--- src/rtl/csr_ext_arbiter.sv ---
// csr_ext_arbiter: two-master arbiter for the external CSR bus.
// m0 (core CSR unit) and m1 (debug/host) share one device port. Each access
// runs as READ and/or WRITE bus phases with a ready handshake. Set/clear ops
// are read-modify-write. A per-phase timeout aborts a phase whose device
// never answers, so neither requester can hang.
module csr_ext_arbiter #(
    parameter int TIMEOUT = 15,
    parameter int CNT_W   = 8
) (
    input  logic        i_clk,
    input  logic        i_rst_n,

    input  logic        i_m0_req,
    input  logic [1:0]  i_m0_op,
    input  logic [11:0] i_m0_addr,
    input  logic [31:0] i_m0_wr_data,
    output logic        o_m0_ack,
    output logic        o_m0_err,
    output logic [31:0] o_m0_rd_data,

    input  logic        i_m1_req,
    input  logic [1:0]  i_m1_op,
    input  logic [11:0] i_m1_addr,
    input  logic [31:0] i_m1_wr_data,
    output logic        o_m1_ack,
    output logic        o_m1_err,
    output logic [31:0] o_m1_rd_data,

    output logic [11:0] o_ext_addr,
    output logic [31:0] o_ext_wr_data,
    output logic        o_ext_rd,
    output logic        o_ext_wr,
    input  logic [31:0] i_ext_rd_data,
    input  logic        i_ext_ready
);

    localparam logic [1:0] OP_RD  = 2'b00;
    localparam logic [1:0] OP_WR  = 2'b01;
    localparam logic [1:0] OP_SET = 2'b10;

    // Last counter value of a phase; reaching it with no ready aborts.
    localparam logic [CNT_W-1:0] TO_LAST = CNT_W'(TIMEOUT - 1);

    typedef enum logic [1:0] {
        S_IDLE  = 2'd0,
        S_READ  = 2'd1,
        S_WRITE = 2'd2,
        S_RESP  = 2'd3
    } state_t;

    state_t           r_state;
    logic             r_gnt;         // 0 = m0 owns the bus, 1 = m1
    logic             r_last_grant;  // winner of the previous arbitration
    logic [1:0]       r_op;
    logic [31:0]      r_mask;        // latched wr_data, used as set/clear mask
    logic [31:0]      r_rdata;       // old CSR value captured in READ
    logic [CNT_W-1:0] r_cnt;

    logic             r_ext_rd;
    logic             r_ext_wr;
    logic [11:0]      r_ext_addr;
    logic [31:0]      r_ext_wr_data;

    logic             r_m0_ack;
    logic             r_m0_err;
    logic [31:0]      r_m0_rd_data;
    logic             r_m1_ack;
    logic             r_m1_err;
    logic [31:0]      r_m1_rd_data;

    logic             w_any_req;
    logic             w_pick_m1;
    logic [1:0]       w_op;
    logic [11:0]      w_addr;
    logic [31:0]      w_wr_data;
    logic             w_timeout;
    logic [31:0]      w_rmw_data;
    logic             w_fin;
    logic             w_fin_err;
    logic [31:0]      w_fin_data;

    // Round-robin pick: a lone requester wins; on contention the master
    // that did not win last time gets the bus.
    always_comb begin
        w_any_req = i_m0_req | i_m1_req;
        w_pick_m1 = i_m1_req & (~i_m0_req | ~r_last_grant);
        w_op      = w_pick_m1 ? i_m1_op      : i_m0_op;
        w_addr    = w_pick_m1 ? i_m1_addr    : i_m0_addr;
        w_wr_data = w_pick_m1 ? i_m1_wr_data : i_m0_wr_data;
    end

    // Phase abort condition and the modified value for set/clear.
    always_comb begin
        w_timeout  = ~i_ext_ready & (r_cnt == TO_LAST);
        w_rmw_data = (r_op == OP_SET) ? (i_ext_rd_data | r_mask)
                                      : (i_ext_rd_data & ~r_mask);
    end

    // Decide whether the transaction finishes this cycle and with what
    // result. Ready wins over timeout when both occur in the same cycle.
    always_comb begin
        w_fin      = 1'b0;
        w_fin_err  = 1'b0;
        w_fin_data = '0;
        case (r_state)
            S_READ: begin
                if (i_ext_ready) begin
                    if (r_op == OP_RD) begin
                        w_fin      = 1'b1;
                        w_fin_data = i_ext_rd_data;
                    end
                end else if (w_timeout) begin
                    w_fin     = 1'b1;
                    w_fin_err = 1'b1;
                end
            end
            S_WRITE: begin
                if (i_ext_ready) begin
                    w_fin      = 1'b1;
                    w_fin_data = (r_op == OP_WR) ? 32'h0 : r_rdata;
                end else if (w_timeout) begin
                    w_fin     = 1'b1;
                    w_fin_err = 1'b1;
                end
            end
            default: ;
        endcase
    end

    // Bus sequencer: arbitration, phase strobes, timeout counter.
    always_ff @(posedge i_clk or negedge i_rst_n) begin
        if (!i_rst_n) begin
            r_state       <= S_IDLE;
            r_gnt         <= 1'b0;
            r_last_grant  <= 1'b1;
            r_op          <= OP_RD;
            r_mask        <= '0;
            r_rdata       <= '0;
            r_cnt         <= '0;
            r_ext_rd      <= 1'b0;
            r_ext_wr      <= 1'b0;
            r_ext_addr    <= '0;
            r_ext_wr_data <= '0;
        end else begin
            case (r_state)
                S_IDLE: begin
                    if (w_any_req) begin
                        r_gnt        <= w_pick_m1;
                        r_last_grant <= w_pick_m1;
                        r_op         <= w_op;
                        r_mask       <= w_wr_data;
                        r_ext_addr   <= w_addr;
                        r_cnt        <= '0;
                        if (w_op == OP_WR) begin
                            r_state       <= S_WRITE;
                            r_ext_wr      <= 1'b1;
                            r_ext_wr_data <= w_wr_data;
                        end else begin
                            r_state  <= S_READ;
                            r_ext_rd <= 1'b1;
                        end
                    end
                end
                S_READ: begin
                    if (i_ext_ready) begin
                        r_rdata  <= i_ext_rd_data;
                        r_ext_rd <= 1'b0;
                        if (r_op == OP_RD) begin
                            r_state <= S_RESP;
                        end else begin
                            // set/clear: go straight into the write phase
                            r_state       <= S_WRITE;
                            r_ext_wr      <= 1'b1;
                            r_ext_wr_data <= w_rmw_data;
                            r_cnt         <= '0;
                        end
                    end else if (w_timeout) begin
                        r_state  <= S_RESP;
                        r_ext_rd <= 1'b0;
                    end else begin
                        r_cnt <= r_cnt + CNT_W'(1);
                    end
                end
                S_WRITE: begin
                    if (i_ext_ready || w_timeout) begin
                        r_state  <= S_RESP;
                        r_ext_wr <= 1'b0;
                    end else begin
                        r_cnt <= r_cnt + CNT_W'(1);
                    end
                end
                default: begin
                    r_state <= S_IDLE;
                end
            endcase
        end
    end

    // Response registers: one-cycle ack to the owner; the other master's
    // err/rd_data keep their previous values.
    always_ff @(posedge i_clk or negedge i_rst_n) begin
        if (!i_rst_n) begin
            r_m0_ack     <= 1'b0;
            r_m0_err     <= 1'b0;
            r_m0_rd_data <= '0;
            r_m1_ack     <= 1'b0;
            r_m1_err     <= 1'b0;
            r_m1_rd_data <= '0;
        end else begin
            r_m0_ack <= 1'b0;
            r_m1_ack <= 1'b0;
            if (w_fin) begin
                if (r_gnt) begin
                    r_m1_ack     <= 1'b1;
                    r_m1_err     <= w_fin_err;
                    r_m1_rd_data <= w_fin_data;
                end else begin
                    r_m0_ack     <= 1'b1;
                    r_m0_err     <= w_fin_err;
                    r_m0_rd_data <= w_fin_data;
                end
            end
        end
    end

    assign o_ext_addr    = r_ext_addr;
    assign o_ext_wr_data = r_ext_wr_data;
    assign o_ext_rd      = r_ext_rd;
    assign o_ext_wr      = r_ext_wr;
    assign o_m0_ack      = r_m0_ack;
    assign o_m0_err      = r_m0_err;
    assign o_m0_rd_data  = r_m0_rd_data;
    assign o_m1_ack      = r_m1_ack;
    assign o_m1_err      = r_m1_err;
    assign o_m1_rd_data  = r_m1_rd_data;

endmodule
--- config.mk ---
export PLATFORM = sky130hd
export DESIGN_NAME = csr_ext_arbiter
export DESIGN_NICKNAME = d
export VERILOG_FILES = /design/src/rtl/csr_ext_arbiter.sv
export SDC_FILE = /design/constraint.sdc
export NUM_CORES = 1
export LEC_CHECK = 0
export BUFFER_PORTS_ARGS = -buffer_cell sky130_fd_sc_hd__buf_2
export CORE_ASPECT_RATIO = 1.1
export CORE_MARGIN = 2
export CORE_UTILIZATION = 45
export CTS_CLUSTER_DIAMETER = 40
export DETAILED_ROUTE_END_ITERATION = 12
export PLACE_DENSITY = 0.72
export SLEW_MARGIN = 20
export SYNTH_ARGS = -nofsm -noshare
export SYNTH_HDL_FRONTEND = slang
export SYNTH_SLANG_ARGS = --single-unit
--- constraint.sdc ---
create_clock -name i_clk -period 2.33 [get_ports i_clk]
set_input_delay 0.233 -clock i_clk [delete_from_list [all_inputs] [get_ports i_clk]]
set_output_delay 0.233 -clock i_clk [all_outputs]
set_load 0.05 [all_outputs]
Word level (Yosys, flattened, before mapping)

Index checks and enable logic that the tools add are counted.

$add $sub $neg: 1
Equality and inequality tests: 16
Muxes and demuxes: 49
Bitwise logic cells: 11
Reductions and logical operators: 15

Operators by type and width:

| operator                                                              | number |
|---|---|
| 32-bit 2-to-1 mux                                                     | 10 |
| 32-bit one-hot mux with 2 select lines                                | 2 |
| 8-bit 2-to-1 mux                                                      | 5 |
| 32-bit AND                                                            | 1 |
| 32-bit inverter                                                       | 1 |
| 32-bit OR                                                             | 1 |
| 8-bit one-hot mux with 3 select lines                                 | 1 |
| 1-bit 2-to-1 mux                                                      | 20 |
| 2-bit != test, second input constant                                  | 7 |
| 12-bit 2-to-1 mux                                                     | 1 |
| 2-bit 2-to-1 mux                                                      | 6 |
| 5-bit AND reduction                                                   | 2 |
| 3-bit != test, second input constant                                  | 3 |
| 8-bit by 1-bit adder with 8-bit output, second input constant         | 1 |
| 8-bit by 4-bit equality test with 1-bit output, second input constant | 1 |
| 2-bit AND reduction                                                   | 4 |
| 2-bit by 1-bit equality test with 1-bit output, second input constant | 3 |
| 2-bit one-hot mux with 3 select lines                                 | 1 |
| 6-bit AND reduction                                                   | 1 |
| 2-bit equality test, second input constant                            | 2 |
| 2-bit logical NOT                                                     | 2 |
| 1-bit inverter                                                        | 4 |
| 1-bit one-hot mux with 2 select lines                                 | 2 |
| 4-bit AND reduction                                                   | 1 |
| 8 further kinds                                                       | 10 |

Register bits after elaboration: 192
Bits of input ports: 129
Output and inout port bits: 114
Word-level logic and storage cells: 109

Logic depth before layout (Yosys ltp)

Gate-level depths: netlist of the first run.

Depth after elaboration: 8
Mapped depth: 8
Mapped depth without buffers: 6

Worst setup path after synthesis of the first run

OpenSTA, ideal clock, no wires.

Path type: register to register
From: reg r_cnt[0]
To: reg r_m0_rd_data[10], in the netlist o_m0_rd_data[10]
Library setup time: 0.125 ns
Data arrival time: 1.918 ns
Required time: 2.205 ns
Slack: 0.287 ns
Cell stages (with the launch flop): 8
Path buffers: 1
Period minus slack after synthesis: 2.043 ns
Path through: dfrtp_1 -> inv_1 -> ha_1 -> and4b_1 -> a21oi_2 -> nor4b_4 -> buf_6 -> mux2_2

Word-level cells in the longest chain between the ends: 6
Elaborated cells on any way between the ends: 7
Those cells by class: 1 x eq/ne; 4 x mux; 1 x bitwise; 1 x reduce/logical

Ends and longest elaborated chain:

| item                                             | line     | source |
|---|---|---|
| start: declaration                               | 57       | `logic [CNT_W-1:0] r_cnt;` |
| start signal: assignment                         | 181      | `r_cnt <= r_cnt + CNT_W'(1);` |
| start signal: assignment                         | 189      | `r_cnt <= r_cnt + CNT_W'(1);` |
| 8-bit by 4-bit equality test with 1-bit output * | 94       | `w_timeout = ~i_ext_ready & (r_cnt == TO_LAST);` |
| 1-bit AND *                                      | 94       |  |
| 1-bit 2-to-1 mux *                               | 112, 121 |  |
| 1-bit 2-to-1 mux, on equally long branches       | 118, 107 |  |
| 1-bit one-hot mux with 2 select lines *          | 105      | `case (r_state)` |
| 2-bit AND reduction (no line) *                  | --       |  |
| end signal: assignment                           | 220      | `r_m0_rd_data <= w_fin_data;` |
| end: declaration                                 | 66       | `logic [31:0] r_m0_rd_data;` |

Mark *: on every way between the ends. The rest lies on a longest branch, timed or not.
A chain may end at the register's enable or synchronous reset.

Final worst setup path of the first run

From: reg r_op[0]
To: reg r_m0_rd_data[26], in the netlist o_m0_rd_data[26]

Word-level cells in the longest chain between the ends: 5
Elaborated cells on any way between the ends: 11
Those cells by class: 1 x eq/ne; 8 x mux; 2 x reduce/logical

Ends and longest elaborated chain:

| item                                  | line | source |
|---|---|---|
| start: declaration                    | 54   | `logic [1:0] r_op;` |
| start signal: assignment              | 150  | `r_op <= w_op;` |
| 2-bit logical NOT                     | 108  | `if (r_op == OP_RD) begin` |
| 1-bit 2-to-1 mux                      | 108  |  |
| 1-bit 2-to-1 mux                      | 107  | `if (i_ext_ready) begin` |
| 1-bit one-hot mux with 2 select lines | 105  |  |
| 2-bit AND reduction (no line)         | --   |  |

Parallel ways exist; a longest one is shown, timed or not.

==> flow_summary.yaml, run 1 <==
clock_tree:
  clkTransAtPathRegs_ns: 0.08
  clockBufferDepth: 2
  cts_num_sinks: 192
  worst_skew_pair.late_latency_ns: 0.44
  cts-root-buf: "sky130_fd_sc_hd__clkbuf_16"
  tritoncts_clock_tree: "yes"
  postCtsSetupRepairBufs: 0
  ctsHtreeMaxLevel: 4
  numCtsBuffers: 17
layout:
  layoutNonFillerInstCount: 1232
  utilization_pct: 56.7
  layout.filler_cells: 1679
  layout.nets: 1101
  area_delta_synth_final_pct: 24.8
  layout_cell_share_with_drive_strength_beyond_1_pct: 45.0
synthesis:
  mappedNetlistArea_um2: 8930
  synth_seq_cells: 192
  yosysUniqueCellTypes: 45
  synth_nets: 864
  ffs_w_async_s_r_synth_pct: 100
  synth.top_cell.area_share_pct: 53.5
  synth.most_common_cell: "sky130_fd_sc_hd__dfrtp_1"
  post_synth.cell_area_avg_um2: 12.3
  synth_top_cell_by_area: "sky130_fd_sc_hd__dfrtp_1"
  synth-edff-count: 0
  synthesis.yosys.warnings: 0
  synthCells: 729
  synth_ff_type: "sky130_fd_sc_hd__dfrtp_1"
  synth.cells.most_frequent: "sky130_fd_sc_hd__dfrtp_1 (191), sky130_fd_sc_hd__mux2_2 (129), sky130_fd_sc_hd__nand2_1 (52)"
  synth_top_cells_by_area: "sky130_fd_sc_hd__dfrtp_1 (53%), sky130_fd_sc_hd__mux2_2 (16%), sky130_fd_sc_hd__mux2i_1 (5.5%), sky130_fd_sc_hd__a22o_1 (3.2%), sky130_fd_sc_hd__o21ai_0 (2.7%)"
  synth.yosys.seq_area_share_pct: 53.8
drt:
  detail_route.wl_per_cell_um: 18.4
  drc: 0
  detail_route.iter0.violations: 448
  ant_nets: 0
  route.detailed.vias_per_inst: 5.31
  totalWireLength_um: 22700
  via_count_of_the_routed_design: 6541
  first_pass_iters: 4
worst_setup_path:
  end_kind: "flop"
  ff2ff_path_depth: 6
  regToRegEndpoint: "o_m0_rd_data[26]"
  type_of_the_worst_setup_path: "reg -> reg"
  worstReg2RegStart: "r_op[0]"
  startpoint: "r_op[0]"
  timing.critical_path.required_ns: 2.65
  r2r_slack_ns: 0.18
  crit_path_max_fanout: 18
  critical_path.startpoint_type: "flop"
  critPathCapture: "o_m0_rd_data[26]"
  worst-endpoint-arrival_ns: 2.47
global_route:
  grt_util_met1_pct: 27.8
  grt.met3_usage_pct: 4.12
  antenna_found_initial: 1
  globalRouteOverflowTotal: 0
  total_track_usage_pct: 21.5
  globalRoute.busiestLayer: "met2"
  largest_net_degree_at_the_start_of_global_routing: 96
  first_global_vias: 6415
  grt_first_pass_wirelength_um: 35500
  grt_use_met2_pct: 37.0
timing:
  max_freq_mhz: 464
  tightestPinTransition_ns: 0.873
  min_period_over_period_pct: 92.4
  finalHoldWorstSlack_ns: 0.0652
  final_hold_vio_count: 0
  clock-skew-final_ns: 0.00984
  finalMaxSlewViolations: 0
  relSlewSlack_pct: 41.8
  finalWorstSetupSlack_ns: 0.176
  fin_crit_ns: 2.15
  rsz0062_at_grt: "false"
  setup_tns_ns: 0
  report.final.setup_viol: 0
floorplan:
  die_area_um2: 21000
  core.rowCount: 54
  start_util_pct: 45.4
  boundaryPins: 243
  die_height_um: 152
  floorplan.die.width_um: 138
  core_um2: 19700
power_and_ir_drop:
  static-leakage-power_uw: 0.00550
  sw_frac_of_total_pct: 47.1
  p_clk_share_pct: 16.4
  proportion_of_power_drawn_by_combinational_gates_pct: 50.2
  power.ir.vdd_worst_mv: 0.800
  part_of_the_total_power_dissipated_in_sequential_elements_pct: 33.3
  pwr_density_cell_nw_per_um2: 1530
  internal_power_summed_over_all_cells_uw: 9000
  p_switching_uw: 8010
placed_design:
  place_worst_setup_slack_ns: 0.0736
  numPlacedInstances: 1197
  globalplace.congestion: 0.816
  placement.io_buffers: 242
  hpwl_after_detailed_placement_um: 15500
hold_path:
  hold_path_class: "in -> reg"
run_status:
  status: "completed"
job:
  max_cap_violations: 0
==> placed cells by master, fill, tap and decap left out, types with 2 or more instances in the layout <==
| cell type | count |
|---|---|
| sky130_fd_sc_hd__a211oi_1 | 32 |
| sky130_fd_sc_hd__a21oi_1 | 36 |
| sky130_fd_sc_hd__a21oi_4 | 3 |
| sky130_fd_sc_hd__a22o_1 | 33 |
| sky130_fd_sc_hd__a31oi_1 | 2 |
| sky130_fd_sc_hd__a32o_1 | 3 |
| sky130_fd_sc_hd__and3_1 | 2 |
| sky130_fd_sc_hd__and4b_1 | 2 |
| sky130_fd_sc_hd__buf_12 | 9 |
| sky130_fd_sc_hd__buf_2 | 241 |
| sky130_fd_sc_hd__buf_4 | 10 |
| sky130_fd_sc_hd__buf_6 | 2 |
| sky130_fd_sc_hd__clkbuf_16 | 17 |
| sky130_fd_sc_hd__clkinv_4 | 4 |
| sky130_fd_sc_hd__clkinvlp_4 | 2 |
| sky130_fd_sc_hd__dfrtp_1 | 191 |
| sky130_fd_sc_hd__ha_1 | 5 |
| sky130_fd_sc_hd__inv_1 | 9 |
| sky130_fd_sc_hd__inv_6 | 4 |
| sky130_fd_sc_hd__inv_8 | 2 |
| sky130_fd_sc_hd__mux2_1 | 3 |
| sky130_fd_sc_hd__mux2_2 | 129 |
| sky130_fd_sc_hd__mux2i_1 | 49 |
| sky130_fd_sc_hd__nand2_1 | 51 |
| sky130_fd_sc_hd__nand2b_1 | 7 |
| sky130_fd_sc_hd__nor2_1 | 6 |
| sky130_fd_sc_hd__nor2b_1 | 33 |
| sky130_fd_sc_hd__nor3_1 | 3 |
| sky130_fd_sc_hd__nor3_2 | 2 |
| sky130_fd_sc_hd__o21a_1 | 2 |
| sky130_fd_sc_hd__o21ai_0 | 48 |
| sky130_fd_sc_hd__o221ai_1 | 6 |
| sky130_fd_sc_hd__o2bb2ai_1 | 4 |
==> per-stage QoR <==
step,area [um2],power (uW)
3_3_place_gp,10600,14100
3_5_place_dp,10600,14200
6_report,11200,17000
5_1_grt,11200,18000
2_1_floorplan,8930,12000
4_1_cts,11100,17100
==> how the worst min path moves through the flow <==
stage                      start             to  depth (start not counted)
6_report       i_ext_rd_data[21]    r_rdata[21]                          2
5_1_grt        i_ext_rd_data[31]    r_rdata[31]                          2
4_1_cts        i_ext_rd_data[29]    r_rdata[29]                          2
3_5_place_dp             i_rst_n  o_ext_addr[2]                          1
3_3_place_gp             i_rst_n  o_ext_addr[2]                          1
2_1_floorplan            i_rst_n  o_ext_addr[0]                          0
==> logic make-up (layout without fill, tap and decap cells) <==
kind of cell,Yosys count,count (layout),share of synthesized area [%]
AOI/OAI and AO/OA,179,180,13.4
and+or+nand+nor,114,114,6.74
DFF,192,192,53.8
muxes,181,181,22.1
buffers and inverters,57,306,3.14
adders and majority gates,6,6,0.840
other,0,1,0
==> final cells by class <==
cell class,instances,area [um2],area share (%)
Inverter,10,37.5,0.337
Antenna cell,1,2.50,0.0224
Clock buffer,18,429,3.85
Clock inverter,14,129,1.16
Multi-Input combinational cell,481,3930,35.2
Timing Repair Buffer,264,1510,13.5
Tap cell,252,315,2.83
Sequential cell,192,4810,43.1
==> registers in the layout, indices dropped and copies added (netlist names), 2 cells and up <==
signal,count
o_ext_wr_data,32
o_m0_rd_data,32
o_m1_rd_data,32
r_mask,32
r_rdata,32
o_ext_addr,12
r_cnt,8
r_op,2
r_state,2
==> power by group through the flow <==
| stage | Sequential [uW] | Combinational (uW) | Clock, uW |
|---|---|---|---|
| CTS | 5660 | 8570 | 2850 |
| global route | 5870 | 9120 | 3010 |
| global placement | 5670 | 8400 | 0 |
| detailed placement | 5720 | 8520 | 0 |
| floorplan | 8570 | 3390 | 0 |
| finish | 5670 | 8550 | 2800 |
==> metal layers <==
metal,part of all wire (%),vias up,routed length [um]
met5,0,-,0
met4,2.0,0,443
met3,4.2,29,961
met2,51,159,11500
met1,43,3216,9790
li1,-,3137,-
==> worst max-delay path, stage by stage (launching register included) <==
cell and delay [ns]:
sky130_fd_sc_hd__dfrtp_1 0.54, sky130_fd_sc_hd__o21ai_2 0.25, sky130_fd_sc_hd__a21oi_1 0.09, sky130_fd_sc_hd__buf_4 0.19
sky130_fd_sc_hd__nor4b_4 0.31, sky130_fd_sc_hd__buf_6 0.29, sky130_fd_sc_hd__mux2_2 0.36
==> what timing repair did <==
| item | CTS | global route |
|---|---|---|
| hold endpoints to repair | 59 | 0 |
| endpoints found under the setup margin | 0 | 67 |
| resized for setup | 0 | 5 |
| hold buffers | 1 | 0 |
(Power assumes the default switching activity.)
==> run 2, diff against run 1 <==
--- a/config.mk
+++ b/config.mk
@@ -7,11 +7,11 @@
 export LEC_CHECK = 0
 export BUFFER_PORTS_ARGS = -buffer_cell sky130_fd_sc_hd__buf_2
 export CORE_ASPECT_RATIO = 1.1
-export CORE_MARGIN = 2
-export CORE_UTILIZATION = 45
+export CORE_MARGIN = 10
+export CORE_UTILIZATION = 53
 export CTS_CLUSTER_DIAMETER = 40
 export DETAILED_ROUTE_END_ITERATION = 12
-export PLACE_DENSITY = 0.72
+export PLACE_DENSITY = 0.83
 export SLEW_MARGIN = 20
 export SYNTH_ARGS = -nofsm -noshare
 export SYNTH_HDL_FRONTEND = slang
==> run 2 against run 1 <==
Worst hold slack improved by 0.0037 ns; worst setup slack got worse by 0.010 ns; clock power increased by 5%; critical endpoint is now o_m0_rd_data[21]; sequential cell count unchanged; largest power group unchanged; sequential power about the same; design area increased by 0.29%; highest routed layer unchanged; die area increased by 6.9%; core utilization increased by 11 points.
==> flow_summary.yaml, run 2 (synthesis gave the netlist of run 1 again) <==
floorplan:
  die_height_um: 156
  start_util_pct: 54.4
  core.rowCount: 49
  core_um2: 16400
  boundaryPins: 243
  die_area_um2: 22500
  floorplan.die.width_um: 144
clock_tree:
  clockBufferDepth: 2
  cts_num_sinks: 192
  tritoncts_clock_tree: "yes"
  worst_skew_pair.late_latency_ns: 0.43
  clkTransAtPathRegs_ns: 0.07
  cts-root-buf: "sky130_fd_sc_hd__clkbuf_16"
  numCtsBuffers: 17
  ctsHtreeMaxLevel: 4
power_and_ir_drop:
  pwr_density_cell_nw_per_um2: 1550
  static-leakage-power_uw: 0.00557
  power.ir.vdd_worst_mv: 0.737
layout:
  final_common_cell: "sky130_fd_sc_hd__buf_2"
  layoutNonFillerInstCount: 1195
  utilization_pct: 68.1
  commonest_cells_after_routing_fill_and_taps_aside: "sky130_fd_sc_hd__buf_2 (241), sky130_fd_sc_hd__dfrtp_1 (191), sky130_fd_sc_hd__mux2_2 (129)"
  layout.nets: 1113
  area_delta_synth_final_pct: 25.2
  layout_cell_share_with_drive_strength_beyond_1_pct: 45.6
job:
  max_cap_violations: 0
global_route:
  largest_net_degree_at_the_start_of_global_routing: 96
  total_track_usage_pct: 21.3
  first_global_vias: 7043
  grt_first_pass_wirelength_um: 37600
  antenna_found_initial: 1
  globalRouteOverflowTotal: 0
placed_design:
  placement.io_buffers: 242
  numPlacedInstances: 1150
  globalplace.congestion: 0.822
  hpwl_after_detailed_placement_um: 17200
  place_worst_setup_slack_ns: 0.00663
timing:
  relSlewSlack_pct: 37.8
  setup_tns_ns: 0
  report.final.setup_viol: 0
  rsz0062_at_grt: "false"
  final_hold_vio_count: 0
  tightestPinTransition_ns: 0.931
  min_period_over_period_pct: 92.9
  max_freq_mhz: 462
  finalWorstSetupSlack_ns: 0.166
  fin_crit_ns: 2.16
  finalMaxSlewViolations: 0
  clock-skew-final_ns: 0.0118
drt:
  totalWireLength_um: 24400
  ant_nets: 0
  drc: 0
  via_count_of_the_routed_design: 6760
  first_pass_iters: 4
  detail_route.wl_per_cell_um: 20.4
  detail_route.iter0.violations: 443
  route.detailed.vias_per_inst: 5.66
worst_setup_path:
  type_of_the_worst_setup_path: "reg -> reg"
  timing.critical_path.required_ns: 2.64
  critical_path.startpoint_type: "flop"
  end_kind: "flop"
  worst-endpoint-arrival_ns: 2.48
  standard_cell_with_the_maximum_stage_delay_on_the_critical_path: "sky130_fd_sc_hd__dfrtp_1"
  crit_path_cell_trace: "inv_1, ha_1, and4b_1, a21oi_2, nor4b_4, buf_4, buf_12, mux2_2"
  crit_path_max_fanout: 20
  worst_path_largest_cell_delay_ns: 0.40
  ff2ff_path_depth: 8
hold_path:
  hold_depth: 2
  hold_path_class: "in -> reg"
run_status:
  status: "completed"
==> run 2: final timing paths <==
path	slack, ns	start	to
setup / recovery	0.17	r_cnt[0]	o_m0_rd_data[21]
hold / removal	0.07	i_ext_rd_data[19]	r_rdata[19]
setup reg to reg	0.17	r_cnt[0]	o_m0_rd_data[21]
hold reg to reg	0.48	o_ext_addr[1]	o_ext_addr[1]
max in group asynchronous	1.28	i_rst_n	o_m0_rd_data[6]
min in group asynchronous	0.34	i_rst_n	o_ext_addr[0]
==> run 2: per-stage QoR <==
stage	total power (uW)	area, um2	hold slack [ns]
after detailed placement	14300	10500	0.262
after CTS	17300	11100	0.0512
final	17300	11200	0.0690
after global routing	18300	11200	0.0583
after global placement	14100	10500	0.253
after floorplan	12000	8930	-0.0626
==> run 2: area by class of cell <==
cell class | instances | area [um2]
Clock inverter | 14 | 175
Sequential cell | 192 | 4810
Clock buffer | 17 | 425
Tap cell | 204 | 255
Inverter | 10 | 37.5
Fill cell | 1199 | 5250
Multi-Input combinational cell | 481 | 3920
Timing Repair Buffer | 276 | 1570
Antenna cell | 1 | 2.50
==> run 2: power by group <==
group          leakage (uW)  internal [uW]  total [uW]  switching [uW]
combinational       0.00283           2820        8730            5910
clock              0.000292           1620        2950            1330
sequential          0.00244           4820        5670             846
==> run 2: worst max-delay path, delay by kind of cell (launching register included) <==
family                   cells  cell delay [ns]
multiplexers                 1             0.35
flip-flops                   1             0.40
AND/OR/NAND/NOR              2             0.52
adder cells (fa/ha/maj)      1             0.17
buffers and inverters        3             0.45
AO/OA/AOI/OAI                1             0.15
==> run 2: per-layer routing <==
layer  track usage (%)  part of all wire, %  routed length [um]
met5                 0                    0                   0
met3              4.08                  5.3                1290
met2              37.8                   53               12800
met4              8.52                  2.6                 625
met1              24.7                   40                9660
==> run 2: what timing repair did <==
item                                   4_1_cts  5_1_grt
pin swaps                                    1        1
gates cloned                                 0        1
hold buffers                                 1        0
endpoints found under the hold margin       56        0
buffers inserted                             0       11
gates resized for setup                      0        1
setup endpoints to repair                    4       82
